===== config.mk =====
export PLATFORM = sky130hd
export DESIGN_NAME = md4_iter_core
export DESIGN_NICKNAME = d
export VERILOG_FILES = /design/src/rtl/md4_iter_core.sv
export SDC_FILE = /design/constraint.sdc
export NUM_CORES = 2
export LEC_CHECK = 0
export CAP_MARGIN = 20
export CORE_ASPECT_RATIO = 1.5
export CORE_MARGIN = 2
export CORE_UTILIZATION = 40
export DETAILED_ROUTE_END_ITERATION = 8
export GPL_TIMING_DRIVEN = 0
export PLACE_DENSITY = 0.7
export SETUP_SLACK_MARGIN = 0.3
export SYNTH_ARGS = -nofsm -noshare
export SYNTH_HDL_FRONTEND = slang
export SYNTH_SLANG_ARGS = --single-unit
export TNS_END_PERCENT = 10

===== constraint.sdc =====
create_clock -name clk -period 22 [get_ports clk]
set_clock_uncertainty 0.05 [all_clocks]
set_input_delay 3.3 -clock clk [delete_from_list [all_inputs] [get_ports clk]]
set_output_delay 3.3 -clock clk [all_outputs]
set_load 0.01 [all_outputs]

===== src/rtl/md4_iter_core.sv =====
// ---------------------------------------------------------------------------
// md4_iter_core
//
// Iterative MD4 compression core. One 512-bit message block is compressed
// per operation. The 48 MD4 steps are evaluated STEPS_PER_CYCLE at a time,
// so the datapath depth scales with the parameter. The chaining value comes
// either from the MD4 IV or from chain_in, which allows multi-block messages.
//
// Parameters
//   STEPS_PER_CYCLE : MD4 steps evaluated per clock (1, 2, 4, 8 or 16)
//
// Ports
//   clk      : clock, rising edge
//   rst      : asynchronous active-high reset
//   start    : request a compression, accepted only while ready = 1
//   init_sel : 1 selects the MD4 IV as chaining value, 0 selects chain_in
//   block_in : message block, word i = block_in[32i+31:32i]
//   chain_in : chaining value packed {d,c,b,a}
//   ready    : core idle, a start will be accepted
//   busy     : compression in progress (ready = ~busy)
//   done     : one-cycle pulse, digest has just been updated
//   digest   : result packed {d,c,b,a}, held until the next done
// ---------------------------------------------------------------------------
module md4_iter_core #(
   parameter int STEPS_PER_CYCLE = 1
) (
   input  logic         clk,
   input  logic         rst,
   input  logic         start,
   input  logic         init_sel,
   input  logic [511:0] block_in,
   input  logic [127:0] chain_in,
   output logic         ready,
   output logic         busy,
   output logic         done,
   output logic [127:0] digest
);

   localparam int         S      = STEPS_PER_CYCLE;
   localparam logic [5:0] S6     = 6'(S);
   // Value of t in the last RUN cycle: steps 48-S .. 47 are applied there.
   localparam logic [5:0] LAST_T = 6'(48 - S);

   localparam logic [127:0] MD4_IV = 128'h10325476_98badcfe_efcdab89_67452301;

   // S must divide 16 so a single cycle never straddles two rounds.
   if (!(S == 1 || S == 2 || S == 4 || S == 8 || S == 16)) begin : g_bad_steps
      $error("md4_iter_core: STEPS_PER_CYCLE must be 1, 2, 4, 8 or 16");
   end

   typedef enum logic [1:0] {
      IDLE  = 2'd0,
      RUN   = 2'd1,
      FINAL = 2'd2
   } state_t;

   // ------------------------------------------------------------------------
   // MD4 step helpers, all indexed by the 6-bit step number t (0..47)
   // ------------------------------------------------------------------------

   // Constant-per-step left rotate; {x,x} << s leaves rotl(x,s) in the top half.
   function automatic logic [31:0] rotl32(input logic [31:0] x, input logic [4:0] s);
      logic [63:0] w;
      w = {x, x} << s;
      return w[63:32];
   endfunction

   function automatic logic [4:0] shift_amt(input logic [5:0] t);
      logic [4:0] s;
      case (t[5:4])
         2'd0: case (t[1:0])
                  2'd0:    s = 5'd3;
                  2'd1:    s = 5'd7;
                  2'd2:    s = 5'd11;
                  default: s = 5'd19;
               endcase
         2'd1: case (t[1:0])
                  2'd0:    s = 5'd3;
                  2'd1:    s = 5'd5;
                  2'd2:    s = 5'd9;
                  default: s = 5'd13;
               endcase
         default: case (t[1:0])
                  2'd0:    s = 5'd3;
                  2'd1:    s = 5'd9;
                  2'd2:    s = 5'd11;
                  default: s = 5'd15;
               endcase
      endcase
      return s;
   endfunction

   // Message word order: round 1 linear, round 2 is the 4x4 transpose
   // (k = 4*(j%4) + j/4), round 3 is the 4-bit bit-reversal of j.
   function automatic logic [3:0] msg_idx(input logic [5:0] t);
      logic [3:0] j;
      logic [3:0] k;
      j = t[3:0];
      case (t[5:4])
         2'd0:    k = j;
         2'd1:    k = {j[1:0], j[3:2]};
         default: k = {j[0], j[1], j[2], j[3]};
      endcase
      return k;
   endfunction

   function automatic logic [31:0] round_f(input logic [1:0] r, input logic [31:0] b,
                                           input logic [31:0] c, input logic [31:0] d);
      logic [31:0] f;
      case (r)
         2'd0:    f = (b & c) | (~b & d);
         2'd1:    f = (b & c) | (b & d) | (c & d);
         default: f = b ^ c ^ d;
      endcase
      return f;
   endfunction

   function automatic logic [31:0] round_k(input logic [1:0] r);
      logic [31:0] k;
      case (r)
         2'd0:    k = 32'h0000_0000;
         2'd1:    k = 32'h5a82_7999;
         default: k = 32'h6ed9_eba1;
      endcase
      return k;
   endfunction

   // ------------------------------------------------------------------------
   // State
   // ------------------------------------------------------------------------
   state_t        state_q, state_d;
   logic [5:0]    t_q, t_d;
   logic          done_q, done_d;
   logic [127:0]  digest_q, digest_d;

   logic [31:0]   a_q, b_q, c_q, d_q;
   logic [31:0]   a_d, b_d, c_d, d_d;
   logic [31:0]   oa_q, ob_q, oc_q, od_q;
   logic [31:0]   oa_d, ob_d, oc_d, od_d;
   logic [31:0]   x_q [16];
   logic [31:0]   x_d [16];

   always_comb begin : next_state
      logic [127:0] cv;
      logic [31:0]  sa, sb, sc, sd, sn;
      logic [5:0]   st;

      state_d  = state_q;
      t_d      = t_q;
      done_d   = 1'b0;
      digest_d = digest_q;
      a_d      = a_q;
      b_d      = b_q;
      c_d      = c_q;
      d_d      = d_q;
      oa_d     = oa_q;
      ob_d     = ob_q;
      oc_d     = oc_q;
      od_d     = od_q;
      x_d      = x_q;

      cv = init_sel ? MD4_IV : chain_in;

      // S steps chained combinationally. After each step the registers
      // rotate (a,b,c,d) <- (d,new,b,c), so the next step always finds its
      // target in 'a'. 48 steps is a whole number of rotations, so the
      // working set is back in natural order when FINAL is reached.
      sa = a_q;
      sb = b_q;
      sc = c_q;
      sd = d_q;
      sn = '0;
      st = t_q;
      for (int i = 0; i < S; i++) begin
         st = t_q + 6'(i);
         sn = rotl32(sa + round_f(st[5:4], sb, sc, sd) + x_q[msg_idx(st)]
                     + round_k(st[5:4]), shift_amt(st));
         sa = sd;
         sd = sc;
         sc = sb;
         sb = sn;
      end

      case (state_q)
         IDLE: begin
            if (start) begin
               state_d = RUN;
               t_d     = '0;
               for (int w = 0; w < 16; w++) begin
                  x_d[w] = block_in[32*w +: 32];
               end
               a_d  = cv[31:0];
               b_d  = cv[63:32];
               c_d  = cv[95:64];
               d_d  = cv[127:96];
               oa_d = cv[31:0];
               ob_d = cv[63:32];
               oc_d = cv[95:64];
               od_d = cv[127:96];
            end
         end
         RUN: begin
            a_d = sa;
            b_d = sb;
            c_d = sc;
            d_d = sd;
            t_d = t_q + S6;
            if (t_q == LAST_T) begin
               state_d = FINAL;
            end
         end
         FINAL: begin
            digest_d = {d_q + od_q, c_q + oc_q, b_q + ob_q, a_q + oa_q};
            done_d   = 1'b1;
            state_d  = IDLE;
         end
         default: begin
            state_d = IDLE;
         end
      endcase
   end

   // ------------------------------------------------------------------------
   // Control and visible result: cleared by reset so an abort leaves
   // done = 0 and digest = 0.
   // ------------------------------------------------------------------------
   always_ff @(posedge clk or posedge rst) begin
      if (rst) begin
         state_q  <= IDLE;
         t_q      <= '0;
         done_q   <= 1'b0;
         digest_q <= '0;
      end else begin
         state_q  <= state_d;
         t_q      <= t_d;
         done_q   <= done_d;
         digest_q <= digest_d;
      end
   end

   // ------------------------------------------------------------------------
   // Working data: always loaded on accept before use, so no reset needed.
   // ------------------------------------------------------------------------
   always_ff @(posedge clk) begin
      a_q  <= a_d;
      b_q  <= b_d;
      c_q  <= c_d;
      d_q  <= d_d;
      oa_q <= oa_d;
      ob_q <= ob_d;
      oc_q <= oc_d;
      od_q <= od_d;
      x_q  <= x_d;
   end

   assign busy   = (state_q != IDLE);
   assign ready  = ~busy;
   assign done   = done_q;
   assign digest = digest_q;

endmodule


### Yosys cells after proc, flatten, opt, wreduce, memory -nomap -nowiden

Cells that the tools add are included.

| word-level totals | value |
|---|---|
| register bits | 905 |
| output and inout port bits | 131 |

| operators by class | value |
|---|---|
| shifts and indexed selects | 1 |
| order comparisons | 1 |
| add/subtract/negate cells | 8 |
| eq/ne operators | 8 |
| reductions and logical operators | 8 |
| muxes and demuxes | 25 |
| bitwise logic cells | 12 |

Operator list:

| kind | count |
|---|---|
| case mux 32 bit (2 select lines) | 5 |
| adder 32 bit | 7 |
| 2-to-1 mux 32 bit | 6 |
| AND 32 bit | 4 |
| binary-select mux 32 bit (select 4 bit) | 1 |
| 2-to-1 mux 128 bit | 1 |
| OR 32 bit | 3 |
| << shifter 64 x 5 -> 64 bit | 1 |
| bitwise XOR 32 bit | 2 |
| case mux 31 bit (2 select lines) | 1 |
| NOT 32 bit | 1 |
| case mux 4 bit (3 select lines) | 2 |
| case mux 5 bit (3 select lines) | 1 |
| case mux 6 bit (2 select lines) | 1 |
| case mux 5 bit (2 select lines) | 1 |
| case mux 4 bit (2 select lines) | 1 |
| adder 6 x 1 -> 6 bit (second input constant) | 1 |
| == test 2 x 1 -> 1 bit (second input constant) | 3 |
| == test 6 bit (second input constant) | 1 |
| logical NOT 2 bit | 3 |
| 2-to-1 mux 6 bit | 1 |
| AND reduction 2 bit | 3 |
| >= comparator 5 bit (second input constant) | 1 |
| NOT 4 -> 5 bit | 1 |
| other kinds (7) | 11 |

### Depth between registers and ports, before layout

| logic depth | value |
|---|---|
| word-level depth | 10 |
| gate-level depth with buffers | 26 |
| gate-level depth less buffers | 23 |

### Worst setup path after synthesis

No wires, ideal clock.

| path | value |
|---|---|
| path type | input to register |
| start | input start |
| end | register a_q[0], enable pin |
| path buffers | 0 |
| library setup time | 462 ps |
| required time | 21488 ps |
| setup slack | 1575 ps |
| data arrival time | 19913 ps |
| stages on the path | 4 |
| path through | nand2_1 inv_1 nor2_1 inv_1 |

| on the way | value |
|---|---|
| longest elaborated chain between the ends | 2 |

RTL lines:

| what | line | RTL |
|---|---|---|
| start: declaration | 29 | `input logic start,` |
| != test 2 bit (no line) | -- |  |
| AND reduction 2 bit (no line) | -- |  |
| end signal: assignment | 245 | `a_q <= a_d;` |
| end: declaration | 136 | `logic [31:0] a_q, b_q, c_q, d_q;` |

Every way passes these cells.
A chain may end at the register's enable or synchronous reset.

### Worst setup path after layout

| path | value |
|---|---|
| start | register t_q[5] |
| end | register b_q[23], data pin |

| on the way | value |
|---|---|
| longest elaborated chain between the ends | 10 |
| elaborated cells on any way between the ends | 15 |
| those cells by class | add/sub (3); eq/ne (1); shift (1); mux (8); bitwise (1); reduce/logical (1) |

RTL lines:

| what | line | RTL |
|---|---|---|
| start: declaration | 132 | `logic [5:0] t_q, t_d;` |
| start signal: assignment | 235 | `t_q <= t_d;` |
| parallel branches: the longest is 8 deep, another holds adder 32 bit | -- |  |
| << shifter 64 x 5 -> 64 bit * | 64 | `w = {x, x} << s;` |
| case mux 32 bit (2 select lines) * | 184 | `case (state_q)` |
| net b_d[23] | 137 | `logic [31:0] a_d, b_d, c_d, d_d;` |
| end signal: assignment | 246 | `b_q <= b_d;` |
| end: declaration | 136 |  |

Mark *: on every way through the listed nets, which the timed path passes. The select of a mux whose other input is x is not followed.

==> flow_results.org <==
** Worst setup path
- STA classifies the critical path endpoint as a flip-flop.
- Setup crit start kind :: flip-flop
- Maximum single-stage delay on the critical path :: 0.89 ns
- Critical path data arrival time :: around 9.6 ns
- Cell Chain, Critical Path :: buf_2 -> buf_1 -> a21oi_1 -> a21oi_2 -> buf_8 -> clkbuf_1 -> clkbuf_1 -> mux4_2 -> mux2i_1 -> a21oi_1 -> fa_1 -> ha_1 -> ha_1 -> clkbuf_1 -> a21o_1 -> a2111oi_0 -> o41ai_1 -> o311ai_0 -> mux2i_1 -> nor2_1 -> a211oi_1 -> a31oi_1 -> a21oi_1
- Setup CP Type :: flip-flop to flip-flop
- Crit path max fanout :: 10
- STA puts the critical path data required time at between 20 and 25 ns.
- The worst register-to-register path begins at t_q[5].
- Launch point of the worst path :: t_q[5]
- Slowest CP cell :: sky130_fd_sc_hd__o311ai_0

** Timing
- Final period demand of the worst path :: a little over 9 ns
- Final count of hold timing violations :: 0
- # setup viols final :: 0
- Least-Margin Pin Slew :: roughly 1.2 ns
- Number of slew-limit violations in the final report :: 0
- Final worst-path cycle share :: 41.9%
- Setup repair after global routing missed its margin :: no
- FMAX :: around 110 MHz
- Worst rel slew slack :: 21.1%

** Drt
- Dividing the detail-routed via count by the number of cells gives approximately 5.5.
- Via total after detailed routing :: 34200
- After detailed routing, the met2 layer carries approximately 89 mm of wire.
- DRC violation total after the first TritonRoute iteration :: ~2800
- Number of design rule violations left after detail routing :: 0
- Number of optimization iterations in the first detailed-route pass :: 6
- Final WL :: between 150 and 200 mm
- Met1 layer wirelength in the final routing :: a little under 60 mm
- Routed wire length per instance :: 27.5 um
- Highest metal layer with signal wires :: met5
- Once detail routing completed, the nets flagged for antenna violations numbered 0.
- Detailed route wirelength on metal3 :: 11.3 mm

** Clock tree
- Number of hold-repair buffers added at the cts stage :: 0
- Number of CTS-inserted buffers :: 86
- Number of gates resized after cts :: 0
- TritonCTS built the clock tree.
- The clock reaches the later pin of the worst-skew pair after roughly 0.72 ns.
- Clock sink total :: slightly above 900
- In this run the post-CTS setup repair buffer count came out at 0.
- Clock-pin slew on the worst setup and hold paths :: about 0.070 ns
- In this run the deepest clock path goes through 3 buffers.
- Clock root cell :: sky130_fd_sc_hd__clkbuf_16
- The H-tree generated during clock tree synthesis spans 3 levels.

** Logic synthesis
- Netlist Area Pre-Place :: around 46000 sq um
- The number of nets handed over by synthesis was around 4700.
- In this run, synthesis inferred roughly 770 flip-flops with an integrated enable.
- Yosys cell types :: slightly above 80
- Flip-flop and latch count after synthesis :: 905
- In the synthesized netlist the async set-or-reset flop fraction comes to 15.1%.
- After technology mapping, the gate count stands at ~3800.
- Avg Synthesized Cell Area :: between 10 and 15 sq um
- Yosys printed 0 warnings.
- Of the synthesized area, sequential elements account for about 57%.
- Most used flip-flop cell after synthesis :: sky130_fd_sc_hd__edfxtp_1

** Floorplanning
- CORE AREA :: around 120000 sq um
- Horiz. Die Dim :: roughly 280 um
- Boundary Pins :: around 780
- Cell Rows :: 153
- The die covers about 120000 sq um.
- Floorplan die height :: approximately 420 um
- Effective utilization at floorplan :: approximately two fifths

** Placement
- Gp weighted congestion :: approximately 1
- Placed cell areas :: between 50000 and 60000 sq um
- Count of buffers inserted at the top-level ports :: 773
- HPWL reported at the end of detailed placement :: approximately 140 mm

** Hold path
- Hold wc startpoint :: digest[75]
- Hold/Removal Path Class :: flip-flop to flip-flop

** Final layout
- Count of nets after finishing :: 5526
- Share of final-layout standard cells stronger than drive strength 1 :: 7.86%
- Area growth syn-to-layout :: 27.8%
- Summing all non-filler instances in the final layout gives an area of around 59000 sq um.

** GRT
- Via count of the first global-routing pass :: around 35000
- The initial antenna violation count came to 20.
- The first global-routing pass estimated 241 mm of wire.
- Largest net degree at the start of global routing :: 146
- Total congestion overflow :: 0
- For this run, the total global-route usage over all layers was measured as between 20% and 30%.

** Pwr
- Power per Cell Area :: 60.3 nW/um^2
- Summed over all cells, the static leakage comes to 22.2 nW.
- The completed layout was analyzed and its total power is between 3 and 4 mW.
- IR drop worst, VDD :: approximately 0.074 mV

** Run
- Max-cap violations :: 0

** Outcome
- Result of the run :: complete, no violations
==> report_power, final <==
part	switching (mW)	internal, mW
combinational	0.0540	0.112
clock	0.686	0.864
sequential	0	1.86
==> critical path, delay by kind of cell, from the launching register on <==
family	cells	cell delay (ns)
adders and majority gates	3	1.11
buffers and inverters	6	2.59
and+or+nand+nor	1	0.26
AOI/OAI and AO/OA	10	3.49
DFF	1	0.33
muxes	3	1.02
==> cells in the final DEF (no fill, tap or decap), types with 44 or more instances in the layout <==
cell / count
sky130_fd_sc_hd__inv_1: 124
sky130_fd_sc_hd__ha_1: 176
sky130_fd_sc_hd__nand2_1: 504
sky130_fd_sc_hd__clkbuf_16: 89
sky130_fd_sc_hd__edfxtp_1: 768
sky130_fd_sc_hd__clkbuf_1: 147
sky130_fd_sc_hd__xor2_1: 74
sky130_fd_sc_hd__nor2b_1: 75
sky130_fd_sc_hd__xnor2_1: 63
sky130_fd_sc_hd__or2_2: 69
sky130_fd_sc_hd__a21oi_1: 238
sky130_fd_sc_hd__mux2i_1: 82
sky130_fd_sc_hd__mux4_2: 125
sky130_fd_sc_hd__dfrtp_1: 137
sky130_fd_sc_hd__o21ai_0: 224
sky130_fd_sc_hd__nor2_1: 290
sky130_fd_sc_hd__a21o_1: 70
sky130_fd_sc_hd__clkdlybuf4s50_1: 773
sky130_fd_sc_hd__fa_1: 82
sky130_fd_sc_hd__nand3_1: 44
sky130_fd_sc_hd__a211oi_1: 50
==> stage by stage <==
stage               utilization (%)  std cells  worst slack, ns  hold slack (ns)  TNS [ns]
detailed placement             48.8       6085            12.77            0.407         0
CTS                            51.3       6242            12.75            0.421         0
finish                         51.3       6252            12.79            0.419         0
floorplan                         -       3751             1.58            0.457         0
global placement               48.6       6074            -6.42            0.407  -1154.55
global route                   51.3       6252            12.37            0.449         0
==> kinds of logic (layout without fill, tap and decap cells) <==
| group | count (synthesis) | after routing | synth area share [%] |
|---|---|---|---|
| other | 0 | 9 | 0 |
| xor gates and xnor gates | 137 | 137 | 2.59 |
| adders and majority gates | 258 | 258 | 8.29 |
| and+or+nand+nor | 1122 | 1122 | 10.7 |
| AOI/OAI and AO/OA | 815 | 815 | 10.8 |
| buffers and inverters | 302 | 1244 | 2.50 |
| muxes | 212 | 212 | 7.97 |
| DFF | 905 | 905 | 57.1 |
==> synth_stat cells, types with 50 or more instances <==
master | number | area, sq um
sky130_fd_sc_hd__a211oi_1 | 50 | 375
sky130_fd_sc_hd__a21o_1 | 70 | 526
sky130_fd_sc_hd__a21oi_1 | 239 | 1200
sky130_fd_sc_hd__clkbuf_1 | 130 | 488
sky130_fd_sc_hd__dfrtp_1 | 137 | 3430
sky130_fd_sc_hd__edfxtp_1 | 768 | 23100
sky130_fd_sc_hd__fa_1 | 82 | 1640
sky130_fd_sc_hd__ha_1 | 176 | 2200
sky130_fd_sc_hd__inv_1 | 127 | 477
sky130_fd_sc_hd__mux2i_1 | 82 | 821
sky130_fd_sc_hd__mux4_2 | 125 | 2820
sky130_fd_sc_hd__nand2_1 | 504 | 1890
sky130_fd_sc_hd__nor2_1 | 290 | 1090
sky130_fd_sc_hd__nor2b_1 | 75 | 469
sky130_fd_sc_hd__o21ai_0 | 224 | 1120
sky130_fd_sc_hd__or2_2 | 69 | 432
sky130_fd_sc_hd__xnor2_1 | 63 | 552
sky130_fd_sc_hd__xor2_1 | 74 | 648
==> final timing paths <==
path                            slack [ns]     endpoint  cells after the start
worst max-delay path                 12.79      b_q[23]                     23
worst min-delay path                  0.42   digest[75]                      2
worst max register to register       12.79      b_q[23]                     23
worst min register to register        0.42   digest[75]                      2
max in group asynchronous            18.05   digest[46]                      3
min in group asynchronous             2.94  digest[116]                      2
==> registers in the layout (all words and copies together), names as in the netlist <==
register,cells
state_q,2
od_q,32
t_q,6
b_q,32
ob_q,32
c_q,32
x_q,512
oa_q,32
digest,128
oc_q,32
a_q,32
d_q,32
done,1
==> area by class of cell <==
class	count	area, sq um
multi-input cells	2544	18800
clock buffers	112	2370
repair buffers	785	8000
flip-flops and latches	905	26500
fillers	10100	56200
plain buffers	175	683
well taps	1550	1940
inverters	127	494
diodes	9	22.5
clock inverters	45	520
==> per-layer routing <==
metal,up-vias,GRT usage [%]
met5,-,0
met3,410,5.61
met2,1539,51.1
met4,12,19.6
met1,16800,30.5
li1,15500,-
No activity file was read; power rests on OpenSTA's default activity.
